File: src/rtl/seq_bit_serializer.sv
// Parallel-to-serial MSB-first transmitter feeding the sequence detectors' x input.
// Optional 1,0,1 preamble per word when SEQ_BIT_SERIALIZER_PREAMBLE_EN is defined.
module seq_bit_serializer #(
  parameter int DATA_W     = 8,
  parameter int GAP_CYCLES = 1
) (
  input  logic              clk,
  input  logic              reset,
  input  logic [DATA_W-1:0] in_data,
  input  logic              in_valid,
  output logic              in_ready,
  input  logic              abort,
  output logic              x,
  output logic              x_valid,
  output logic              busy,
  output logic              done
);

  localparam int CNT_W = $clog2(DATA_W);
  localparam logic [CNT_W-1:0] BIT_LOAD = CNT_W'(DATA_W - 1);
  localparam logic [3:0] GAP_LOAD = (GAP_CYCLES > 0) ? 4'(GAP_CYCLES - 1) : 4'd0;

`ifdef SEQ_BIT_SERIALIZER_PREAMBLE_EN
  typedef enum logic [1:0] {IDLE, PRE, SHIFT, GAP} state_t;
  logic [1:0] pre_cnt;
`else
  typedef enum logic [1:0] {IDLE, SHIFT, GAP} state_t;
`endif

  state_t            state;
  logic [DATA_W-1:0] shift_reg;
  logic [CNT_W-1:0]  bit_cnt;
  logic [3:0]        gap_cnt;

  assign in_ready = (state == IDLE);
  assign busy     = (state != IDLE);

  // x is registered together with the state, so the bit loaded on an edge is on the line the next cycle.
  always_ff @(posedge clk or posedge reset) begin
    if (reset) begin
      state     <= IDLE;
      shift_reg <= '0;
      bit_cnt   <= '0;
      gap_cnt   <= '0;
      x         <= 1'b0;
      x_valid   <= 1'b0;
      done      <= 1'b0;
`ifdef SEQ_BIT_SERIALIZER_PREAMBLE_EN
      pre_cnt   <= '0;
`endif
    end else begin
      done <= 1'b0;
      case (state)
        IDLE: begin
          x       <= 1'b0;
          x_valid <= 1'b0;
          if (in_valid) begin
            bit_cnt <= BIT_LOAD;
            x_valid <= 1'b1;
`ifdef SEQ_BIT_SERIALIZER_PREAMBLE_EN
            state     <= PRE;
            pre_cnt   <= 2'd2;
            x         <= 1'b1;
            shift_reg <= in_data;
`else
            state     <= SHIFT;
            x         <= in_data[DATA_W-1];
            shift_reg <= {in_data[DATA_W-2:0], 1'b0};
`endif
          end
        end
`ifdef SEQ_BIT_SERIALIZER_PREAMBLE_EN
        PRE: begin
          if (abort) begin
            state     <= IDLE;
            x         <= 1'b0;
            x_valid   <= 1'b0;
            shift_reg <= '0;
          end else if (pre_cnt == 2'd0) begin
            state     <= SHIFT;
            x         <= shift_reg[DATA_W-1];
            shift_reg <= {shift_reg[DATA_W-2:0], 1'b0};
          end else begin
            pre_cnt <= pre_cnt - 2'd1;
            x       <= (pre_cnt == 2'd1);
          end
        end
`endif
        SHIFT: begin
          if (abort) begin
            state     <= IDLE;
            x         <= 1'b0;
            x_valid   <= 1'b0;
            shift_reg <= '0;
          end else if (bit_cnt == '0) begin
            x       <= 1'b0;
            x_valid <= 1'b0;
            if (GAP_CYCLES > 0) begin
              state   <= GAP;
              gap_cnt <= GAP_LOAD;
            end else begin
              state <= IDLE;
            end
          end else begin
            x         <= shift_reg[DATA_W-1];
            shift_reg <= {shift_reg[DATA_W-2:0], 1'b0};
            bit_cnt   <= bit_cnt - 1'b1;
            done      <= (bit_cnt == CNT_W'(1));
          end
        end
        GAP: begin
          x       <= 1'b0;
          x_valid <= 1'b0;
          if (abort) begin
            state     <= IDLE;
            shift_reg <= '0;
          end else if (gap_cnt == 4'd0) begin
            state <= IDLE;
          end else begin
            gap_cnt <= gap_cnt - 4'd1;
          end
        end
        default: begin
          state   <= IDLE;
          x       <= 1'b0;
          x_valid <= 1'b0;
        end
      endcase
    end
  end

endmodule

File: config.mk
export PLATFORM = sky130hd
export DESIGN_NAME = seq_bit_serializer
export DESIGN_NICKNAME = d
export VERILOG_FILES = /design/src/rtl/seq_bit_serializer.sv
export SDC_FILE = /design/constraint.sdc
export NUM_CORES = 1
export LEC_CHECK = 0
export CAP_MARGIN = 5
export CORE_MARGIN = 1.5
export CORE_UTILIZATION = 35
export DETAILED_ROUTE_END_ITERATION = 10
export HOLD_SLACK_MARGIN = 0.03
export PLACE_DENSITY = 0.58
export SETUP_SLACK_MARGIN = 0.3
export SLEW_MARGIN = 0
export SYNTH_ARGS = -nofsm -noshare
export SYNTH_HDL_FRONTEND = slang
export SYNTH_SLANG_ARGS = --single-unit
File: constraint.sdc
create_clock -name clk -period 1.7 [get_ports clk]
set_input_delay 0.51 -clock clk [delete_from_list [all_inputs] [get_ports clk]]
set_output_delay 0.51 -clock clk [all_outputs]
set_load 0.005 [all_outputs]
==> reports/qor_table.md <==
| Result | This run | Unit |
|:---|:---|:---|
| Crit Path Class | reg -> reg | - |
| Share of cell area taken by muxes after synthesis | 0.008502 | - |
| Post-layout power | 2.458 | mW |
| Die Y-Extent | 61 | microns |
| Floorplan die area | 0.003721 | sq mm |
| Accumulated negative setup slack | -0.1299 | ns |
| Classification of the worst-slack hold path | in -> async | - |
| Post-route worst hold slack | 0.5095 | ns |
| Top cells by instance count after synthesis | sky130_fd_sc_hd__dfrtp_1 (19), sky130_fd_sc_hd__inv_1 (11), sky130_fd_sc_hd__ha_1 (9) | - |
| Footprint of the multi-input gates | 767.0 | sq um |
| Sinks on Clock Net | 19 | - |
| Vias | 1022 | - |
| Fraction of the cycle the final worst path needs | 1.025 | - |
| Time the final worst path needs with I/O delays and setup | 1.742 | ns |
| Reg-to-reg slack, setup | -0.04 | ns |
| Startpoint of the most critical register-to-register path | state[0] | - |
| Share of the yosys chip area belonging to registers | 0.4038 | - |
| Status | finished with violations | - |
| Post-synth net total | 138 | - |
| Deepest level of the CTS H-tree | 1 | - |
| Die span in x | 61 | microns |
| Area contributors post-synth | sky130_fd_sc_hd__dfrtp_1 (40%), sky130_fd_sc_hd__ha_1 (9.6%), sky130_fd_sc_hd__a31oi_1 (4.3%) | - |
| Detailed-route DRC error count | 0 | - |
| Cell taking the most area after synthesis | sky130_fd_sc_hd__dfrtp_1 | - |
| Count of antenna-violating nets left after detailed routing | 0 | - |
| Number of maximum-capacitance constraint violations | 0 | - |
| Core Rows | 20 | - |
| Number of flops mapped to enable cells by yosys | 0 | - |
| Overall Global Routing Usage | 0.1628 | - |
| Type of element capturing the critical path | flop | - |
| Critical path capture point | shift_reg[4] | - |
| Adder and majority cell fraction of the synthesized area | 0.09564 | - |
| Required time of the worst setup path | 1.95 | ns |
| Area growth from synthesis to layout | 57.07 | % |
| Simple-gate share of the synthesized area | 0.2561 | - |
| Reg2Reg Capture Point | shift_reg[4] | - |
| Nets | 191 | - |
| Number of distinct standard cells referenced by the synthesized netlist | 33 | - |
| Setup repair after global routing missed its margin | yes | - |
| CTS clk-pin slew, worst paths | 0.12 | ns |
| Asr flop ratio synth | 1.000 | - |
| Fill count | 280 | - |
| Worst VDD drop | 0.0006232 | V |
| Power density of the placed cells | 1329 | mW/mm^2 |
| Final worst-path setup slack | -0.04181 | ns |
| Sum of overflow across all layers after global routing | 0 | - |
| Fraction of synthesized cell area taken by the top area cell type | 0.4038 | - |
| Critical Path Source | state[0] | - |
| Number of antenna repair diodes | 0 | - |
| Worst slew margin relative to its limit | 0.8140 | - |
| Quantity of I/O buffers inserted on ports | 16 | - |
| Largest fanout on the critical path | 7 | - |
| Pin count of the biggest net entering global routing | 20 | - |
| Effective utilization at floorplan | 0.3764 | - |
| Final Max Tran Viols | 0 | - |
| Final weighted congestion in routability-driven placement | 0.8021 | - |
| Area of the mapped netlist | 0.001177 | sq mm |
| First-pass GRT wire length | 4.457 | mm |
| Most numerous cell in the Yosys netlist | sky130_fd_sc_hd__dfrtp_1 | - |
| Total number of yosys warnings | 0 | - |
| Delay of the slowest cell on the worst path | 0.42 | ns |
| Clock root buffer | sky130_fd_sc_hd__clkbuf_4 | - |
| Critical Path, Cell by Cell | buf_6 > ha_4 > nor4bb_4 > buf_4 > nor4_4 > buf_4 > buf_12 > buf_6 > a21oi_2 | - |
| Wirelength, routed | 2.734 | mm |
| Most instantiated flip-flop cell in the synthesis netlist | sky130_fd_sc_hd__dfrtp_1 | - |
| Pre-CTS setup slack | -0.5608 | ns |
| TritonCTS clock tree | built | - |
| Nature of the critical path startpoint | flop | - |
| Maximum buffer depth of the clock tree | 2 | - |
| Achievable frequency | 574.1 | MHz |
| Layout cell share with drive strength beyond 1 | 0.4320 | - |
| Average footprint of a synthesized cell | 10.06 | sq um |
| Wire length per cell | 12.84 | microns |
| Leakage power | 0.8660 | nW |
| I/O pin count | 17 | - |
| Max reg flops | 7 | - |
| Area of the placeable core | 0.003128 | sq mm |
| Fraction of synthesized cell area in xor and xnor cells | 0 | - |
| Final-report hold violation count | 0 | - |
| Cell count after synthesis | 117 | - |
| Slowest-stage cell, CP | sky130_fd_sc_hd__dfrtp_1 | - |
| Number of storage elements in the synthesis netlist | 19 | - |
| CTS Buf Count | 3 | - |
| Dominant combinational cell family by area after synthesis | simple AND/OR/NAND/NOR gates | - |
| Detail-routed via count per cell | 4.798 | - |
| Endpoint arrival time on the critical path | 1.99 | ns |
| Length in cells of the worst reg-to-reg path | 9 | - |
| Vias in the first global route | 980 | - |
| Worst slew pin tran | 0.2791 | ns |
| Iteration count of the initial detailed-routing pass | 4 | - |
| Hpwl dp | 1.904 | mm |
| Iteration-0 DRC count of the detailed router | 53 | - |
| Final Skew | 0.01536 | ns |
| Final setup viols | 6 | - |
| Violated checks | negative setup slack | - |
| Initial antenna violation count | 0 | - |
| Fraction of the mapped netlist area in compound gates | 0.1817 | - |
| Register cell area after layout | 475.5 | sq um |
| Insertion delay of the later-clocked pin in the worst-skew pair | 0.31 | ns |
-- cell usage in the layout, fill, tap and decap left out, types with 3 or more instances in the layout --
master | netlist | routed
sky130_fd_sc_hd__clkdlybuf4s50_1 | 0 | 10
sky130_fd_sc_hd__inv_1 | 11 | 8
sky130_fd_sc_hd__nand2_4 | 0 | 3
sky130_fd_sc_hd__a21oi_2 | 3 | 4
sky130_fd_sc_hd__a31oi_1 | 8 | 8
sky130_fd_sc_hd__nor2b_4 | 0 | 4
sky130_fd_sc_hd__nor2b_1 | 8 | 6
sky130_fd_sc_hd__nor2_1 | 3 | 3
sky130_fd_sc_hd__nand2_1 | 8 | 6
sky130_fd_sc_hd__ha_1 | 9 | 6
sky130_fd_sc_hd__buf_4 | 1 | 22
sky130_fd_sc_hd__nand2b_1 | 6 | 5
sky130_fd_sc_hd__nand3b_1 | 3 | 3
sky130_fd_sc_hd__buf_2 | 0 | 3
sky130_fd_sc_hd__nand3_1 | 3 | 3
sky130_fd_sc_hd__dfrtp_1 | 19 | 19
sky130_fd_sc_hd__clkbuf_4 | 0 | 3
sky130_fd_sc_hd__ha_4 | 0 | 3
sky130_fd_sc_hd__buf_6 | 1 | 13
-- metal layers --
metal  track usage  share of wire  wire [microns]  up-vias
met5             0              0               0        -
met4       0.05590         0.0095              26        0
li1              -              -               -      517
met2        0.2688           0.48            1320       17
met3       0.02559          0.028              77        4
met1        0.2168           0.48            1310      484
-- worst max-delay path: cells and delay by family (launching register included) --
family / cells / cell delay, ns
buffers and inverters: 5 / 0.70
AOI/OAI and AO/OA: 1 / 0.11
DFF: 1 / 0.42
and+or+nand+nor: 2 / 0.33
adders and majority gates: 1 / 0.13
-- cell families after synthesis --
group,after synthesis
flops,19
mux,1
simple gates,46
fa+ha+maj,9
buf+inv,14
compound gates,28
-- power by group --
part	internal, mW	switching [mW]	total [mW]
logic	0.846	0.621	1.47
registers	0.619	0.134	0.754
clock network	0.0877	0.149	0.237
total	1.55	0.905	2.46
-- worst min path at each step --
stage / end / cells after the start / from / slack (ns)
after floorplan: bit_cnt[0] / 1 / reset / 0.46
after CTS: x_valid / 2 / x_valid / 0.50
final: shift_reg[4] / 3 / reset / 0.51
after global routing: shift_reg[4] / 3 / reset / 0.52
after global placement: x_valid / 2 / x_valid / 0.47
after detailed placement: x_valid / 2 / x_valid / 0.48
-- area by class of cell --
type,instances,area share
clock buffer,3,0.01218
clock inverter,1,0.002706
inverter,11,0.02368
multi-input combinational,84,0.4148
sequential,19,0.2571
tap,44,0.02977
timing repair buffer,51,0.2598
-- repair_timing --
item / CTS / global route
pin swaps: 9 / 8
resized for setup: 31 / 23
setup buffers: 9 / 7
setup endpoints to repair: 24 / 21
gates cloned: 0 / 1
hold buffers: 0 / 0
-- per-stage QoR --
stage,area [sq um],utilization,instances
detailed placement,1562,0.4992,192
global placement,1562,0.4992,192
CTS,1682,0.5376,205
global route,1849,0.5912,213
finish,1849,0.5912,213
floorplan,1234,-,117
Note: power is estimated with default switching activity, not from simulation.
